File: src/rtl/uart_rx_if.sv
// Serial-receive bundle: the line in, plus the recovered byte and its status strobes.
// The master side drives the line (pin/bench); the slave side is the receiver.
interface uart_rx_if #(
   parameter int BIT_MAX = 8
);
   logic               rx;
   logic [BIT_MAX-1:0] rx_data;
   logic               rx_valid;
   logic               frame_err;
   logic               rx_busy;

   modport master (
      output rx,
      input  rx_data, rx_valid, frame_err, rx_busy
   );

   modport slave (
      input  rx,
      output rx_data, rx_valid, frame_err, rx_busy
   );
endinterface

File: src/rtl/uart_rx.sv
// 8N1 UART receiver: synchronises the async line, finds the start edge, samples each bit
// mid-period and emits a one-cycle rx_valid (good stop) or frame_err (bad stop) strobe.
module uart_rx #(
   parameter int BPS_MAX = 5208,
   parameter int BIT_MAX = 8
) (
   input  logic     clk,
   input  logic     rst,
   uart_rx_if.slave bus
);

   localparam int BPS_W = ($clog2(BPS_MAX) < 13) ? 13 : $clog2(BPS_MAX);
   localparam int BIT_W = $clog2(BIT_MAX) + 1;

   localparam logic [BPS_W-1:0] BPS_LAST = BPS_W'(BPS_MAX - 1);
   localparam logic [BPS_W-1:0] BPS_HALF = BPS_W'(BPS_MAX / 2 - 1);
   localparam logic [BIT_W-1:0] BIT_LAST = BIT_W'(BIT_MAX - 1);

   typedef enum logic [1:0] {
      IDLE,
      START,
      DATA,
      STOP
   } state_t;

   state_t             r_state;
   logic [BPS_W-1:0]   r_bpsCnt;
   logic [BIT_W-1:0]   r_bitCnt;
   logic [BIT_MAX-1:0] r_shift;
   logic [BIT_MAX-1:0] r_rxData;
   logic               r_rxValid;
   logic               r_frameErr;
   logic               r_s1;
   logic               r_s2;
   logic               r_s3;
   logic               w_fall;

   assign w_fall = r_s3 & ~r_s2;

   // Synchroniser, edge detect and frame FSM share one clocked block; strobes default low.
   always_ff @(posedge clk) begin
      if (!rst) begin
         r_state    <= IDLE;
         r_bpsCnt   <= '0;
         r_bitCnt   <= '0;
         r_shift    <= '0;
         r_rxData   <= '0;
         r_rxValid  <= 1'b0;
         r_frameErr <= 1'b0;
         r_s1       <= 1'b1;
         r_s2       <= 1'b1;
         r_s3       <= 1'b1;
      end else begin
         r_s1       <= bus.rx;
         r_s2       <= r_s1;
         r_s3       <= r_s2;
         r_rxValid  <= 1'b0;
         r_frameErr <= 1'b0;

         case (r_state)
            IDLE: begin
               r_bpsCnt <= '0;
               if (w_fall) begin
                  r_state <= START;
               end
            end

            // Half a bit in: still low means a real start bit, and later samples land mid-bit.
            START: begin
               if (r_bpsCnt == BPS_HALF) begin
                  r_bpsCnt <= '0;
                  if (!r_s2) begin
                     r_state  <= DATA;
                     r_bitCnt <= '0;
                  end else begin
                     r_state <= IDLE;
                  end
               end else begin
                  r_bpsCnt <= r_bpsCnt + 1'b1;
               end
            end

            DATA: begin
               if (r_bpsCnt == BPS_LAST) begin
                  r_bpsCnt <= '0;
                  r_shift  <= {r_s2, r_shift[BIT_MAX-1:1]};
                  r_bitCnt <= r_bitCnt + 1'b1;
                  if (r_bitCnt == BIT_LAST) begin
                     r_state <= STOP;
                  end
               end else begin
                  r_bpsCnt <= r_bpsCnt + 1'b1;
               end
            end

            // Returning to IDLE mid-stop-bit leaves time to catch a back-to-back start edge.
            STOP: begin
               if (r_bpsCnt == BPS_LAST) begin
                  r_bpsCnt <= '0;
                  r_state  <= IDLE;
                  if (r_s2) begin
                     r_rxData  <= r_shift;
                     r_rxValid <= 1'b1;
                  end else begin
                     r_frameErr <= 1'b1;
                  end
               end else begin
                  r_bpsCnt <= r_bpsCnt + 1'b1;
               end
            end

            default: begin
               r_state  <= IDLE;
               r_bpsCnt <= '0;
            end
         endcase
      end
   end

   assign bus.rx_data   = r_rxData;
   assign bus.rx_valid  = r_rxValid;
   assign bus.frame_err = r_frameErr;
   assign bus.rx_busy   = (r_state != IDLE);

endmodule

File: src/flat_wrapper.sv
// flat-port wrapper written by rule: the top's interface ports become plain ports
module uart_rx_flat 
#(
   parameter int BPS_MAX = 5208,
   parameter int BIT_MAX = 8
)
  (clk, rst, bus_rx, bus_rx_data, bus_rx_valid, bus_frame_err, bus_rx_busy);
  uart_rx_if #(.BIT_MAX(BIT_MAX)) bus_i ();
  input  logic clk;
  input  logic rst;
  input wire logic [$bits(bus_i.rx)-1:0] bus_rx;
  output wire logic [$bits(bus_i.rx_data)-1:0] bus_rx_data;
  output wire logic [$bits(bus_i.rx_valid)-1:0] bus_rx_valid;
  output wire logic [$bits(bus_i.frame_err)-1:0] bus_frame_err;
  output wire logic [$bits(bus_i.rx_busy)-1:0] bus_rx_busy;
  assign bus_i.rx = bus_rx;
  assign bus_rx_data = bus_i.rx_data;
  assign bus_rx_valid = bus_i.rx_valid;
  assign bus_frame_err = bus_i.frame_err;
  assign bus_rx_busy = bus_i.rx_busy;
  uart_rx #(.BPS_MAX(BPS_MAX), .BIT_MAX(BIT_MAX)) u_core (.clk(clk), .rst(rst), .bus(bus_i));
endmodule
File: config.mk
export PLATFORM = sky130hd
export DESIGN_NAME = uart_rx_flat
export DESIGN_NICKNAME = d
export VERILOG_FILES = /design/src/rtl/uart_rx_if.sv /design/src/rtl/uart_rx.sv /design/src/flat_wrapper.sv
export SDC_FILE = /design/constraint.sdc
export NUM_CORES = 1
export LEC_CHECK = 0
export CORE_ASPECT_RATIO = 1.5
export CORE_MARGIN = 2
export CORE_UTILIZATION = 51
export DETAILED_ROUTE_END_ITERATION = 6
export GPL_TIMING_DRIVEN = 0
export PLACE_DENSITY = 0.86
export SETUP_SLACK_MARGIN = 0.15
export SLEW_MARGIN = 20
export SYNTH_ARGS = -nofsm -noshare
export SYNTH_HDL_FRONTEND = slang
export SYNTH_SLANG_ARGS = --single-unit
File: constraint.sdc
create_clock -name clk -period 2.45 [get_ports clk]
set_clock_uncertainty 0.2 [all_clocks]
set_input_delay 0.245 -clock clk [delete_from_list [all_inputs] [get_ports clk]]
set_output_delay 0.245 -clock clk [all_outputs]
set_load 0.02 [all_outputs]
==> metrics.md <==
| Metric | Value |
|---|---|
| # diodes | 0 |
| Area Overhead vs Synth | 27.2% |
| DR vias | 1458 |
| Primary FF master, synth | dfxtp_1 |
| Final Cell Area | 2240 µm² |
| Commonest cells after routing, fill and taps aside | 34 x dfxtp_1, 25 x nor2_1, 19 x nand2_1, 15 x mux2i_1, 14 x buf_4 |
| Vias in the first global route | 1357 |
| Slew Viols, Final | 0 |
| FP Rows | 26 |
| Final wirelength | 3590 µm |
| Worst-Margin Slew | 0.472 ns |
| Hold Crit Start | rst |
| Hold Crit Class | input port to flop |
| Number of synthesized flops with an enable pin | 0 |
| # clock sinks | 40 |
| Hold Buf Count CTS | 0 |
| Synth Register Bits | 40 |
| Gp weighted congestion | 0.794 |
| Pleak | 0.755 nW |
| Status | finished clean |
| Unrepaired setup endpoints after global routing | true |
| Antenna violations before repair | 0 |
| Fin crit share | 94.7% |
| Post-placement cell area | 1950 µm² |
| NetSw | 0.000260 W |
| Relative slew margins | 68.6% |
| Worst r2r src | u_core.r_bpsCnt[1] |
| Syn_nets | 196 |
| Synth warn | 0 |
| Post-synthesis cell count | 191 |
| Post-layout util | 66.8% |
| Buffers on Ports | 12 |
| Most common cell after layout, fill and taps aside | dfxtp_1 |
| Final setup vio count | 0 |
| Gr usage total | 20.6% |
| Root Driver | clkbuf_8 |
| CP Data Required Time | 2.44 ns |
| Crit-path max FO | 5 |
| CTS tree | done |
| Max_cap viols | 0 |
| Core ar. | 3350 µm² |
| DRC errors left | 0 |
| Comb pwr share | 2.8% |
| Initial Util | 52.5% |
| Crit path launch type | flop |
| # nets final | 230 |
| Layout cells sized above 1 | 21.7% |
| Crit Path Class | flop to flop |
| Crit. End Element | flop |
| Total gr overflow | 0 |
| Die area | 3940 µm² |
| VDD IR max | 0.405 mV |
| Post-Syn Area per Cell | 9.21 µm² |
| DRT iter0 DRCs | 41 |
| Latest clock arrival within the worst-skew pair | 0.30 ns |
| Final hold vios | 0 |
| TritonRoute pass-1 iters | 4 |
| Final min period | 2.32 ns |
| Post-synth ARST share | 0% |
| IO Pins | 14 |
| Largest net degree at the start of global routing | 15 |
| ANT nets after route | 0 |
| TritonCTS buffer count | 5 |
| Synthesized cell area | 1760 µm² |
| Int Pwr | 0.000970 W |
| Clock transition at path regs | 0.08 ns |
| Clk pwr share | 44.1% |
| Worst Setup SP | u_core.r_bpsCnt[1] |
| Die width | 52.0 µm |
| Worst Path Arrival | 2.31 ns |
| Die height | 75.9 µm |
| Global-route wire length before repair | 6110 µm |
| Max Fclk | 431 MHz |
| Part of the Yosys area used for sequential elements | 45.5% |
| Clk buf depth | 2 |
| Synth cell types | 41 |
| H-tree depth | 2 |
| Post-DP HPWL | 2250 µm |
| Pwr per Cell Area | 550 nW/µm² |
| Wirelength per Cell | 13.4 µm |
| Sequential Power Share | 53.1% |
| Switching Fraction | 21.1% |
| Vias/cell | 5.44 |
-- power groups by stage --
stage	Sequential [W]	Combinational (W)	Clock, W
after global routing	0.000654	0.0000386	0.000578
final	0.000653	0.0000347	0.000542
after CTS	0.000653	0.0000334	0.000555
after global placement	0.000672	0.0000292	0
after floorplan	0.000671	0.0000207	0
after detailed placement	0.000672	0.0000292	0
-- worst max-delay path, stage by stage (launching register included) --
cell     delay (ns)
dfxtp_4        0.36
ha_4           0.13
or3b_4         0.37
or4_4          0.53
buf_6          0.15
a32oi_4        0.25
buf_6          0.18
nor2_1         0.04
-- cell families (layout without fill, tap and decap cells) --
| kind of cell | count (synthesis) | count (layout) | share of synthesized area (%) |
|---|---|---|---|
| simple gates | 94 | 94 | 27.7 |
| flops | 40 | 40 | 45.5 |
| mux | 16 | 16 | 9.10 |
| buf+inv | 14 | 49 | 3.70 |
| compound gates | 13 | 13 | 6.62 |
| xor+xnor | 12 | 12 | 5.97 |
| fa+ha+maj | 2 | 2 | 1.42 |
-- cells in the mapped netlist (2+ instances only) --
library cell | n | share of area (%)
o21ai_0 | 4 | 1.1
nor4bb_1 | 2 | 1.1
nand2b_1 | 5 | 1.8
nor2b_1 | 2 | 0.71
a311oi_1 | 2 | 1.0
ha_1 | 2 | 1.4
nand3_1 | 9 | 2.6
nor2_1 | 30 | 6.4
nand4b_1 | 2 | 1.0
and3_1 | 4 | 1.4
nor3_1 | 5 | 1.4
inv_1 | 4 | 0.85
nand2_1 | 19 | 4.1
dfxtp_1 | 40 | 46
mux2i_1 | 16 | 9.1
xor2_1 | 3 | 1.5
nand4_1 | 4 | 1.4
clkbuf_1 | 7 | 1.5
xnor2_1 | 9 | 4.5
-- worst paths after layout --
check	endpoint	slack, ns	depth (start not counted)
min reg2reg	u_core.r_s2	0.21	1
min	u_core.r_s1	0.12	2
max	u_core.r_bpsCnt[9]	0.13	7
max reg2reg	u_core.r_bpsCnt[9]	0.13	7
-- metrics by stage --
stage | total power, W | hold WS [ns] | setup slack (ns) | TNS, ns | cells
floorplan | 0.000692 | 0.146 | 0.162 | 0 | 191
global placement | 0.000701 | 0.194 | -0.00502 | -0.0174 | 245
CTS | 0.00124 | 0.125 | 0.0927 | 0 | 265
global route | 0.00127 | 0.162 | 0.0828 | 0 | 268
detailed placement | 0.000701 | 0.199 | -0.0161 | -0.0216 | 245
finish | 0.00123 | 0.123 | 0.130 | 0 | 268
-- layout make-up --
cell class | count | area (µm²)
Timing Repair Buffer | 27 | 240
Fill cell | 254 | 1110
Clock inverter | 3 | 46.3
Clock buffer | 5 | 68.8
Sequential cell | 40 | 816
Buffer | 10 | 57.6
Inverter | 4 | 15.0
Multi-Input combinational cell | 137 | 941
Tap cell | 42 | 52.6
-- sequential cells by signal (all words and copies together) (netlist names), named ones only --
signal	count
u_core.r_state	1
u_core.r_s1	1
u_core.r_bitCnt	4
u_core.bus.rx_data	8
u_core.r_bpsCnt	13
u_core.bus.rx_valid	1
u_core.r_shift	8
u_core.bus.frame_err	1
u_core.r_s2	1
u_core.r_s3	1
-- per-layer routing --
layer | part of all wire (%) | global-route usage (%) | wire (µm)
met1 | 39 | 21.4 | 1390
met2 | 55 | 36.3 | 1990
met4 | 2.8 | 10.8 | 99
met3 | 3.1 | 4.72 | 113
met5 | 0 | 0 | 0
-- timing repair --
item                                    CTS  global route
endpoints found under the setup margin   32            25
pin swaps                                10             3
buffers inserted                         11             3
cloned                                    1             0
resized for setup                        15             9
hold endpoints to repair                  0             0
Power figures use the tool's default switching activity.
